===== src/rtl/tq_dequant_4x4_if.sv =====
// Row-in / block-out handshake bundle for the 4x4 inverse quantiser.
interface tq_dequant_4x4_if #(
    parameter int COEF_W = 12,
    parameter int OUT_W  = 15
);
    logic                  in_valid;
    logic                  in_ready;
    logic [5:0]            in_qp;
    logic [4*COEF_W-1:0]   in_row;
    logic                  out_valid;
    logic                  out_ready;
    logic [16*OUT_W-1:0]   out_blk;
    logic                  out_nz;

    modport master (
        output in_valid, in_qp, in_row, out_ready,
        input  in_ready, out_valid, out_blk, out_nz
    );

    modport slave (
        input  in_valid, in_qp, in_row, out_ready,
        output in_ready, out_valid, out_blk, out_nz
    );
endinterface


===== src/rtl/tq_dequant_4x4.sv =====
// H.264 flat-scaling inverse quantiser: rescales one row of levels per beat and
// buffers a full saturated 4x4 block for the inverse core transform.
module tq_dequant_lane #(
    parameter int COEF_W  = 12,
    parameter int OUT_W   = 15,
    parameter bit COL_ODD = 1'b0
) (
    input  logic signed [COEF_W-1:0] lvl_i,
    input  logic                     row_odd_i,
    input  logic [3:0]               qp_div_i,
    input  logic [2:0]               qp_mod_i,
    output logic signed [OUT_W-1:0]  coef_o,
    output logic                     nz_o
);
    // Wide enough for level * 29 << 8 plus sign, so nothing wraps before saturation.
    localparam int P_W = COEF_W + 14;
    localparam logic signed [P_W-1:0] MAX_V = {{(P_W-OUT_W+1){1'b0}}, {(OUT_W-1){1'b1}}};
    localparam logic signed [P_W-1:0] MIN_V = {{(P_W-OUT_W+1){1'b1}}, {(OUT_W-1){1'b0}}};

    logic [4:0]            scale;
    logic signed [P_W-1:0] lvl_x;
    logic signed [P_W-1:0] scale_x;
    logic signed [P_W-1:0] prod;
    logic signed [P_W-1:0] shifted;

    always_comb begin
        scale = 5'd0;
        if (row_odd_i != COL_ODD) begin
            case (qp_mod_i)
                3'd0: scale = 5'd13;
                3'd1: scale = 5'd14;
                3'd2: scale = 5'd16;
                3'd3: scale = 5'd18;
                3'd4: scale = 5'd20;
                3'd5: scale = 5'd23;
                default: scale = 5'd0;
            endcase
        end else if (row_odd_i) begin
            case (qp_mod_i)
                3'd0: scale = 5'd16;
                3'd1: scale = 5'd18;
                3'd2: scale = 5'd20;
                3'd3: scale = 5'd23;
                3'd4: scale = 5'd25;
                3'd5: scale = 5'd29;
                default: scale = 5'd0;
            endcase
        end else begin
            case (qp_mod_i)
                3'd0: scale = 5'd10;
                3'd1: scale = 5'd11;
                3'd2: scale = 5'd13;
                3'd3: scale = 5'd14;
                3'd4: scale = 5'd16;
                3'd5: scale = 5'd18;
                default: scale = 5'd0;
            endcase
        end
    end

    assign lvl_x   = P_W'(lvl_i);
    assign scale_x = {{(P_W-5){1'b0}}, scale};
    assign prod    = lvl_x * scale_x;
    assign shifted = prod <<< qp_div_i;

    always_comb begin
        if (shifted > MAX_V)      coef_o = MAX_V[OUT_W-1:0];
        else if (shifted < MIN_V) coef_o = MIN_V[OUT_W-1:0];
        else                      coef_o = shifted[OUT_W-1:0];
    end

    assign nz_o = (coef_o != '0);
endmodule

module tq_dequant_4x4 #(
    parameter int COEF_W = 12,
    parameter int OUT_W  = 15
) (
    input logic              clk,
    input logic              rst,
    tq_dequant_4x4_if.slave  bus
);
    typedef enum logic {ST_COLLECT, ST_OUTPUT} state_e;

    state_e                   state_q, state_d;
    logic [1:0]               row_cnt_q, row_cnt_d;
    logic [3:0]               qp_div_q, qp_div_d;
    logic [2:0]               qp_mod_q, qp_mod_d;
    logic [15:0][OUT_W-1:0]   blk_q, blk_d;
    logic                     nz_q, nz_d;

    logic                     accept;
    logic [5:0]               qp_cl;
    logic [3:0]               row_div;
    logic [2:0]               row_mod;
    logic [3:0][COEF_W-1:0]   lvl;
    logic [3:0][OUT_W-1:0]    row_coef;
    logic [3:0]               row_nz;

    assign accept = bus.in_valid && (state_q == ST_COLLECT);
    assign qp_cl  = (bus.in_qp > 6'd51) ? 6'd51 : bus.in_qp;
    // Row 0 rescales with its own qp in the same beat that latches it.
    assign row_div = (row_cnt_q == 2'd0) ? 4'(qp_cl / 6'd6) : qp_div_q;
    assign row_mod = (row_cnt_q == 2'd0) ? 3'(qp_cl % 6'd6) : qp_mod_q;
    assign lvl     = bus.in_row;

    for (genvar j = 0; j < 4; j++) begin : g_lane
        tq_dequant_lane #(
            .COEF_W  (COEF_W),
            .OUT_W   (OUT_W),
            .COL_ODD (bit'(j % 2))
        ) u_lane (
            .lvl_i     (lvl[j]),
            .row_odd_i (row_cnt_q[0]),
            .qp_div_i  (row_div),
            .qp_mod_i  (row_mod),
            .coef_o    (row_coef[j]),
            .nz_o      (row_nz[j])
        );
    end

    always_comb begin
        state_d   = state_q;
        row_cnt_d = row_cnt_q;
        qp_div_d  = qp_div_q;
        qp_mod_d  = qp_mod_q;
        blk_d     = blk_q;
        nz_d      = nz_q;
        case (state_q)
            ST_COLLECT: begin
                if (accept) begin
                    for (int j = 0; j < 4; j++) blk_d[{row_cnt_q, 2'(j)}] = row_coef[j];
                    row_cnt_d = row_cnt_q + 2'd1;
                    if (row_cnt_q == 2'd0) begin
                        qp_div_d = row_div;
                        qp_mod_d = row_mod;
                        nz_d     = |row_nz;
                    end else begin
                        nz_d     = nz_q | (|row_nz);
                    end
                    if (row_cnt_q == 2'd3) state_d = ST_OUTPUT;
                end
            end
            ST_OUTPUT: begin
                if (bus.out_ready) state_d = ST_COLLECT;
            end
            default: state_d = ST_COLLECT;
        endcase
    end

    always_ff @(posedge clk) begin
        if (rst) begin
            state_q   <= ST_COLLECT;
            row_cnt_q <= 2'd0;
            qp_div_q  <= 4'd0;
            qp_mod_q  <= 3'd0;
            blk_q     <= '0;
            nz_q      <= 1'b0;
        end else begin
            state_q   <= state_d;
            row_cnt_q <= row_cnt_d;
            qp_div_q  <= qp_div_d;
            qp_mod_q  <= qp_mod_d;
            blk_q     <= blk_d;
            nz_q      <= nz_d;
        end
    end

    assign bus.in_ready  = (state_q == ST_COLLECT);
    assign bus.out_valid = (state_q == ST_OUTPUT);
    assign bus.out_blk   = blk_q;
    assign bus.out_nz    = nz_q;
endmodule


===== src/flat_wrapper.sv =====
// flat-port wrapper written by rule: the top's interface ports become plain ports
module tq_dequant_4x4_flat 
#(
    parameter int COEF_W = 12,
    parameter int OUT_W  = 15
)
  (clk, rst, bus_in_valid, bus_in_qp, bus_in_row, bus_out_ready, bus_in_ready, bus_out_valid, bus_out_blk, bus_out_nz);
  tq_dequant_4x4_if #(.COEF_W(COEF_W), .OUT_W(OUT_W)) bus_i ();
  input logic clk;
  input logic rst;
  input wire logic [$bits(bus_i.in_valid)-1:0] bus_in_valid;
  input wire logic [$bits(bus_i.in_qp)-1:0] bus_in_qp;
  input wire logic [$bits(bus_i.in_row)-1:0] bus_in_row;
  input wire logic [$bits(bus_i.out_ready)-1:0] bus_out_ready;
  output wire logic [$bits(bus_i.in_ready)-1:0] bus_in_ready;
  output wire logic [$bits(bus_i.out_valid)-1:0] bus_out_valid;
  output wire logic [$bits(bus_i.out_blk)-1:0] bus_out_blk;
  output wire logic [$bits(bus_i.out_nz)-1:0] bus_out_nz;
  assign bus_i.in_valid = bus_in_valid;
  assign bus_i.in_qp = bus_in_qp;
  assign bus_i.in_row = bus_in_row;
  assign bus_i.out_ready = bus_out_ready;
  assign bus_in_ready = bus_i.in_ready;
  assign bus_out_valid = bus_i.out_valid;
  assign bus_out_blk = bus_i.out_blk;
  assign bus_out_nz = bus_i.out_nz;
  tq_dequant_4x4 #(.COEF_W(COEF_W), .OUT_W(OUT_W)) u_core (.clk(clk), .rst(rst), .bus(bus_i));
endmodule

===== config.mk =====
export PLATFORM = sky130hd
export DESIGN_NAME = tq_dequant_4x4_flat
export DESIGN_NICKNAME = d
export VERILOG_FILES = /design/src/rtl/tq_dequant_4x4_if.sv /design/src/rtl/tq_dequant_4x4.sv /design/src/flat_wrapper.sv
export SDC_FILE = /design/constraint.sdc
export NUM_CORES = 1
export LEC_CHECK = 0
export ABC_AREA = 1
export CORE_MARGIN = 5
export CORE_UTILIZATION = 50
export DETAILED_ROUTE_END_ITERATION = 16
export GPL_ROUTABILITY_DRIVEN = 0
export PLACE_DENSITY = 0.73
export RECOVER_POWER = 50
export SLEW_MARGIN = 20
export SYNTH_ARGS = -nofsm -noshare
export SYNTH_HDL_FRONTEND = slang
export SYNTH_SLANG_ARGS = --single-unit

===== constraint.sdc =====
create_clock -name clk -period 11.9 [get_ports clk]
set_clock_uncertainty 0.2 [all_clocks]
set_input_delay 1.785 -clock clk [delete_from_list [all_inputs] [get_ports clk]]
set_output_delay 1.785 -clock clk [all_outputs]
set_load 0.005 [all_outputs]

* Word level (Yosys, flattened, before mapping)
Index checks and enable logic that the tools add are counted.
Operators by class: bitwise operators 2, multiplexer cells 33, $mul 4, $add $sub $neg 1, divide/modulo/power cells 2, shifts and indexed selects 4, reductions and logical operators 14, eq/ne operators 6, order comparisons 17
Operators by type and width (count):
- bitwise mux 240 bit | 4
- 2-to-1 mux 15 bit | 12
- demux 15 bit (select 2 bit) | 4
- > comparator 26 x 15 -> 1 bit, second input constant | 4
- less-than comparator 26 x 15 -> 1 bit, second input constant | 4
- <<< shifter 18 x 4 -> 26 bit | 4
- one-hot mux 5 bit (6 select lines) | 3
- multiplier 12 x 6 -> 18 bit | 4
- nonzero test 15 bit | 4
- less-than comparator 4 x 5 -> 1 bit, second input constant | 4
- greater-or-equal comparator 4 x 1 -> 1 bit, second input constant | 4
- 2-to-1 mux 5 bit | 2
- divider 6 x 3 -> 6 bit, second input constant | 1
- == test 3 x 2 -> 1 bit, second input constant | 2
- == test 3 bit, second input constant | 2
- > comparator 6 bit, second input constant | 1
- modulo 6 x 3 -> 6 bit, second input constant | 1
- 2-to-1 mux 6 bit | 1
- logical AND 1 bit | 5
- 2-to-1 mux 1 bit | 4
- 2-to-1 mux 4 bit | 1
- OR reduction 4 bit | 1
- == test 3 x 1 -> 1 bit, second input constant | 1
- logical NOT 3 bit | 1
- other kinds (9) | 9
Word-level totals: flip-flop bits (word level) 251, input port bits 58, logic and storage cells 104

* Logic depth before layout (Yosys ltp)
word-level depth 16, gate-level depth with buffers 65, gate-level depth less buffers 62

* Hierarchy
From an unflattened synthesis, not the netlist that was laid out.
Second synthesis, totals: cells, all modules 3855, area, all modules 24458.5 sq um
By module, submodules not included:
- tq_dequant_4x4 | area each 9375.2 sq um, cells each 1205, times used 1
- tq_dequant_lane at u_core.g_lane[0].u_lane ... | area each 3734.8 sq um, cells each 650, times used 2
- tq_dequant_lane at u_core.g_lane[1].u_lane | area each 3849.9 sq um, cells each 688, times used 1
- tq_dequant_lane at u_core.g_lane[3].u_lane | area each 3763.6 sq um, cells each 662, times used 1

* Least setup slack after synthesis
OpenSTA, ideal clock, no wires.
path kind input to register, start point input port bus_in_qp[5], end point register u_core.nz_q (netlist: u_core.bus.out_nz), cell stages on the path 61, data arrival time 8.986 ns, path slack 2.598 ns, setup time 0.116 ns, path through clkbuf_1 ha_1 inv_1 nor2_1 nand3_2 nand2_2 nand2_1 nand2_1 inv_1 ha_1 inv_1 nand2_1 nand2_2 nand3_2 nand2_1 nand2_2 nand3_1 nand2_1 [25 not listed] nand3_1 nand3_1 nand2_1 nand2_1 nor2_1 nand4_1 nor2_1 nand2_1 nand2_2 buf_6 o21ai_0 nand2_1 nor2_1 nand2_1 nor2_1 nand2_1 nand2_1 a21oi_1
On the way: cells in the longest elaborated chain, start to end 16, elaborated cells on any way between the ends 48
Ends and longest elaborated chain:
- start, declared | RTL line flat_wrapper.sv:12 | input wire logic [$bits(bus_i.in_qp)-1:0] bus_in_qp;
- > comparator 6 bit | RTL line tq_dequant_4x4.sv:101 | assign qp_cl = (bus.in_qp > 6'd51) ? 6'd51 : bus.in_qp;
- 2-to-1 mux 6 bit (*) | RTL line tq_dequant_4x4.sv:101
- modulo 6 x 3 -> 6 bit | RTL line tq_dequant_4x4.sv:104 | assign row_mod = (row_cnt_q == 2'd0) ? 3'(qp_cl % 6'd6) : qp_mod_q;
- 2-to-1 mux 3 bit | RTL line tq_dequant_4x4.sv:104
- == test 3 bit (tied with other cells) | RTL line tq_dequant_4x4.sv:29, tq_dequant_4x4.sv:39, tq_dequant_4x4.sv:49
- one-hot mux 5 bit (6 select lines) (on tied branches) | RTL line tq_dequant_4x4.sv:29, tq_dequant_4x4.sv:39, tq_dequant_4x4.sv:49
- 2-to-1 mux 5 bit | RTL line tq_dequant_4x4.sv:28 | if (row_odd_i != COL_ODD) begin
- multiplier 12 x 6 -> 18 bit | RTL line tq_dequant_4x4.sv:63 | assign prod = lvl_x * scale_x;
- <<< shifter 18 x 4 -> 26 bit | RTL line tq_dequant_4x4.sv:64 | assign shifted = prod <<< qp_div_i;
- less-than comparator 26 x 15 -> 1 bit | RTL line tq_dequant_4x4.sv:68 | else if (shifted < MIN_V) coef_o = MIN_V[OUT_W-1:0];
- 2-to-1 mux 15 bit | RTL line tq_dequant_4x4.sv:68
- 2-to-1 mux 15 bit | RTL line tq_dequant_4x4.sv:67 | if (shifted > MAX_V) coef_o = MAX_V[OUT_W-1:0];
- nonzero test 15 bit | RTL line tq_dequant_4x4.sv:72 | assign nz_o = (coef_o != '0);
- OR reduction 4 bit (*) | RTL line tq_dequant_4x4.sv:137, tq_dequant_4x4.sv:139
- bitwise OR 1 bit | RTL line tq_dequant_4x4.sv:139 | nz_d = nz_q | (|row_nz);
- 2-to-1 mux 1 bit (*) | RTL line tq_dequant_4x4.sv:134 | if (row_cnt_q == 2'd0) begin
- end signal, assigned | RTL line tq_dequant_4x4.sv:165 | nz_q <= nz_d;
- end, declared | RTL line tq_dequant_4x4.sv:90 | logic nz_q, nz_d;
Mark *: on every way between the ends. The rest lies on a longest branch, timed or not. A chain may end at the register's enable or synchronous reset.

* Worst setup path after layout
start point input port bus_in_qp[4], end point register u_core.nz_q (netlist: u_core.bus.out_nz)
Same word-level chain as after synthesis.

==> summary.txt <==
Status
  • Violated checks: capacitance limit, slew limit
  • Status: finished with violations

STA
  • Max Freq: 91.19 MHz
  • Final slew viol count: 184
  • Crit share post-route: 0.9216
  • Setup violators final: 0
  • Fin. Hold Viols: 0
  • Slew HR: -1.533
  • Least-Margin Pin Slew: 3779 ps
  • Minimum clock period: 10970 ps
  • Fin Setup TNS: 0 ps
  • Unrepaired setup endpoints after global routing: no

Finish
  • Layout Cell Area excl Fill: 0.02713 sq mm
  • Commonest non-fill, non-tap cells in the layout: inv_1 (581), nand2_1 (538), nand3_1 (408)
  • Filler cell count in the final layout: 4331
  • Layout cells sized above 1: 0.03906
  • Area Overhead vs Synth: 17.63%
  • Non-Filler Instances: 4160
  • Most common cell after layout, fill and taps aside: inv_1
  • Layout Nets: 3887

Drt
  • Vias/cell: 5.434
  • Drt total wl: 71020 microns
  • DR pass1 iterations: 7
  • Routed length per instance: 17.07 microns
  • # DRC: 0
  • Vias: 22600
  • DR iter-0 viols: 1852
  • Routed Antenna Nets: 0

Global routing
  • Total track usage: 0.2727
  • Initial antenna violation count: 2
  • Vias in the first global route: 21620
  • Largest net degree at the start of global routing: 132
  • First-pass GRT wire length: 113900 microns
  • GR Overflow Total: 0

Synth
  • Post-Synthesis Cells: 3360
  • Most area-consuming cells after synthesis: dfxtp_1 (22%), fa_1 (13%), inv_1 (9.5%)
  • Synth Cell Area: 0.02306 sq mm
  • Asr flop ratio synth: 0
  • Synth unique cells: 47
  • Part of the Yosys area used for sequential elements: 0.2179
  • Synth top area share: 0.2179
  • Syn nets: 3704
  • Post-synth EDFFs: 0
  • Area leader, netlist: dfxtp_1
  • Post-Synthesis Mean Instance Area: 6.864 sq um
  • Most used flip-flop cell after synthesis: dfxtp_1
  • Flip-flop and latch count after synthesis: 251
  • Ys Warns: 0

Clocking
  • Longest Clk Path Bufs: 3
  • Number of clock sinks: 251
  • H-tree Lvls: 1
  • Root buf cell: clkbuf_16
  • Hold-fix buffers at CTS: 0
  • Worst skew pair latency: 540 ps
  • Clock transition at path regs: 60 ps
  • Post-cts repair resize count: 0
  • Setup bufs post-CTS: 0
  • CTS tree: built
  • Cts bufs inserted: 25

Placed design
  • # port buffers: 300
  • Dpl cell area: 0.02632 sq mm
  • Dpl hpwl: 53130 microns
  • DP Cell Count: 4116

Floorplanning
  • Ports: 301
  • Die height: 224.8 microns
  • Rows: 78
  • Core area: 0.04548 sq mm
  • Die outline width: 224.8 microns
  • Die ar.: 0.05052 sq mm
  • Starting Density: 0.5071

Critical path
  • CP most frequent cell: nand2_1
  • Worst EP required: 12110 ps
  • Crit-path max cell delay: 570 ps
  • Critical-path cell with the highest stage delay: clkdlybuf4s50_1
  • Worst EP arrival: 11180 ps
  • Worst Setup End Kind: register
  • Largest fanout on the critical path: 18
  • CP startpoint kind: input pin
  • Kind of critical path: in -> reg

Min path
  • HP Class: reg -> reg

Run
  • Maxcap violations: 2
## layout make-up
| type | instances | area [sq um] | share of cell area |
|---|---|---|---|
| Antenna cell | 1 | 2.502 | 0.00009225 |
| Clock buffer | 36 | 726.9 | 0.02680 |
| Clock inverter | 7 | 85.08 | 0.003136 |
| Inverter | 591 | 2220 | 0.08182 |
| Multi-Input combinational cell | 2345 | 15100 | 0.5567 |
| Sequential cell | 251 | 5025 | 0.1852 |
| Tap cell | 600 | 750.7 | 0.02767 |
| Timing Repair Buffer | 329 | 3217 | 0.1186 |
## metrics by stage
| stage | hold WS (ps) | util | setup WS [ps] |
|---|---|---|---|
| 2_1_floorplan | 255.7 | - | 2598 |
| 3_3_place_gp | 280.5 | 0.5787 | 633.2 |
| 3_5_place_dp | 282.6 | 0.5787 | 542.5 |
| 4_1_cts | 305.2 | 0.5965 | 1049 |
| 5_1_grt | 318.3 | 0.5964 | 50.32 |
| 6_report | 295.2 | 0.5965 | 933.5 |
## path summary, 6_finish.rpt
path                            slack (ps)                endpoint                   start  cells after the start
worst max register to register        2690       u_core.bus.out_nz     u_core.row_cnt_q[0]                     41
worst min-delay path                   300  u_core.bus.out_blk[59]  u_core.bus.out_blk[59]                      2
worst min register to register         300  u_core.bus.out_blk[59]  u_core.bus.out_blk[59]                      2
worst max-delay path                   930       u_core.bus.out_nz            bus_in_qp[4]                     58
## routing by layer
metal  GRT usage  up-vias  share of wire
met5           0        -              0
met4     0.07621        0          0.037
met3     0.05025      141          0.072
met2      0.4590      777           0.47
met1      0.3613    10620           0.43
li1            -    11070              -
## cell families (layout without fill, tap and decap cells)
group | count (synthesis) | after routing | share of synthesized area
and+or+nand+nor | 1353 | 1353 | 0.2549
adders and majority gates | 286 | 286 | 0.2033
muxes | 1 | 1 | 0.0004340
AOI/OAI and AO/OA | 643 | 643 | 0.1708
xor gates and xnor gates | 62 | 62 | 0.02355
buffers and inverters | 764 | 963 | 0.1291
other | 0 | 1 | 0
DFF | 251 | 251 | 0.2179
## cell usage after synthesis (7+ instances only)
cell type and count:
a21o_1 8, a21oi_1 74, and2_1 7, buf_1 31, buf_2 18, buf_6 8, clkbuf_1 111, dfxtp_1 251
fa_1 148, ha_1 138, inv_1 585, nand2_1 542, nand2_2 26, nand3_1 408, nand3_2 9, nand4_1 18
nor2_1 310, nor3_1 8, o211ai_1 45, o21ai_0 273, o21ai_1 13, o21bai_1 208, or2_2 7, xnor2_1 18
xor2_1 44
## worst max-delay path: cells and delay by family
kind                     cells  cell delay, ps
XOR/XNOR                     1             420
adder cells (fa/ha/maj)      6            2260
buffers and inverters       10            1650
AO/OA/AOI/OAI                5             840
AND/OR/NAND/NOR             36            4240
## registers in the layout, indices dropped and copies added, names as in the netlist
name / flops
u_core.row_cnt_q: 2
u_core.qp_div_q: 4
u_core.bus.out_blk: 240
u_core.bus.out_nz: 1
u_core.qp_mod_q: 3
u_core.bus.out_valid: 1
Power is not shown: default switching activity piles up to over one toggle a cycle in this logic, so the estimate is an artifact.
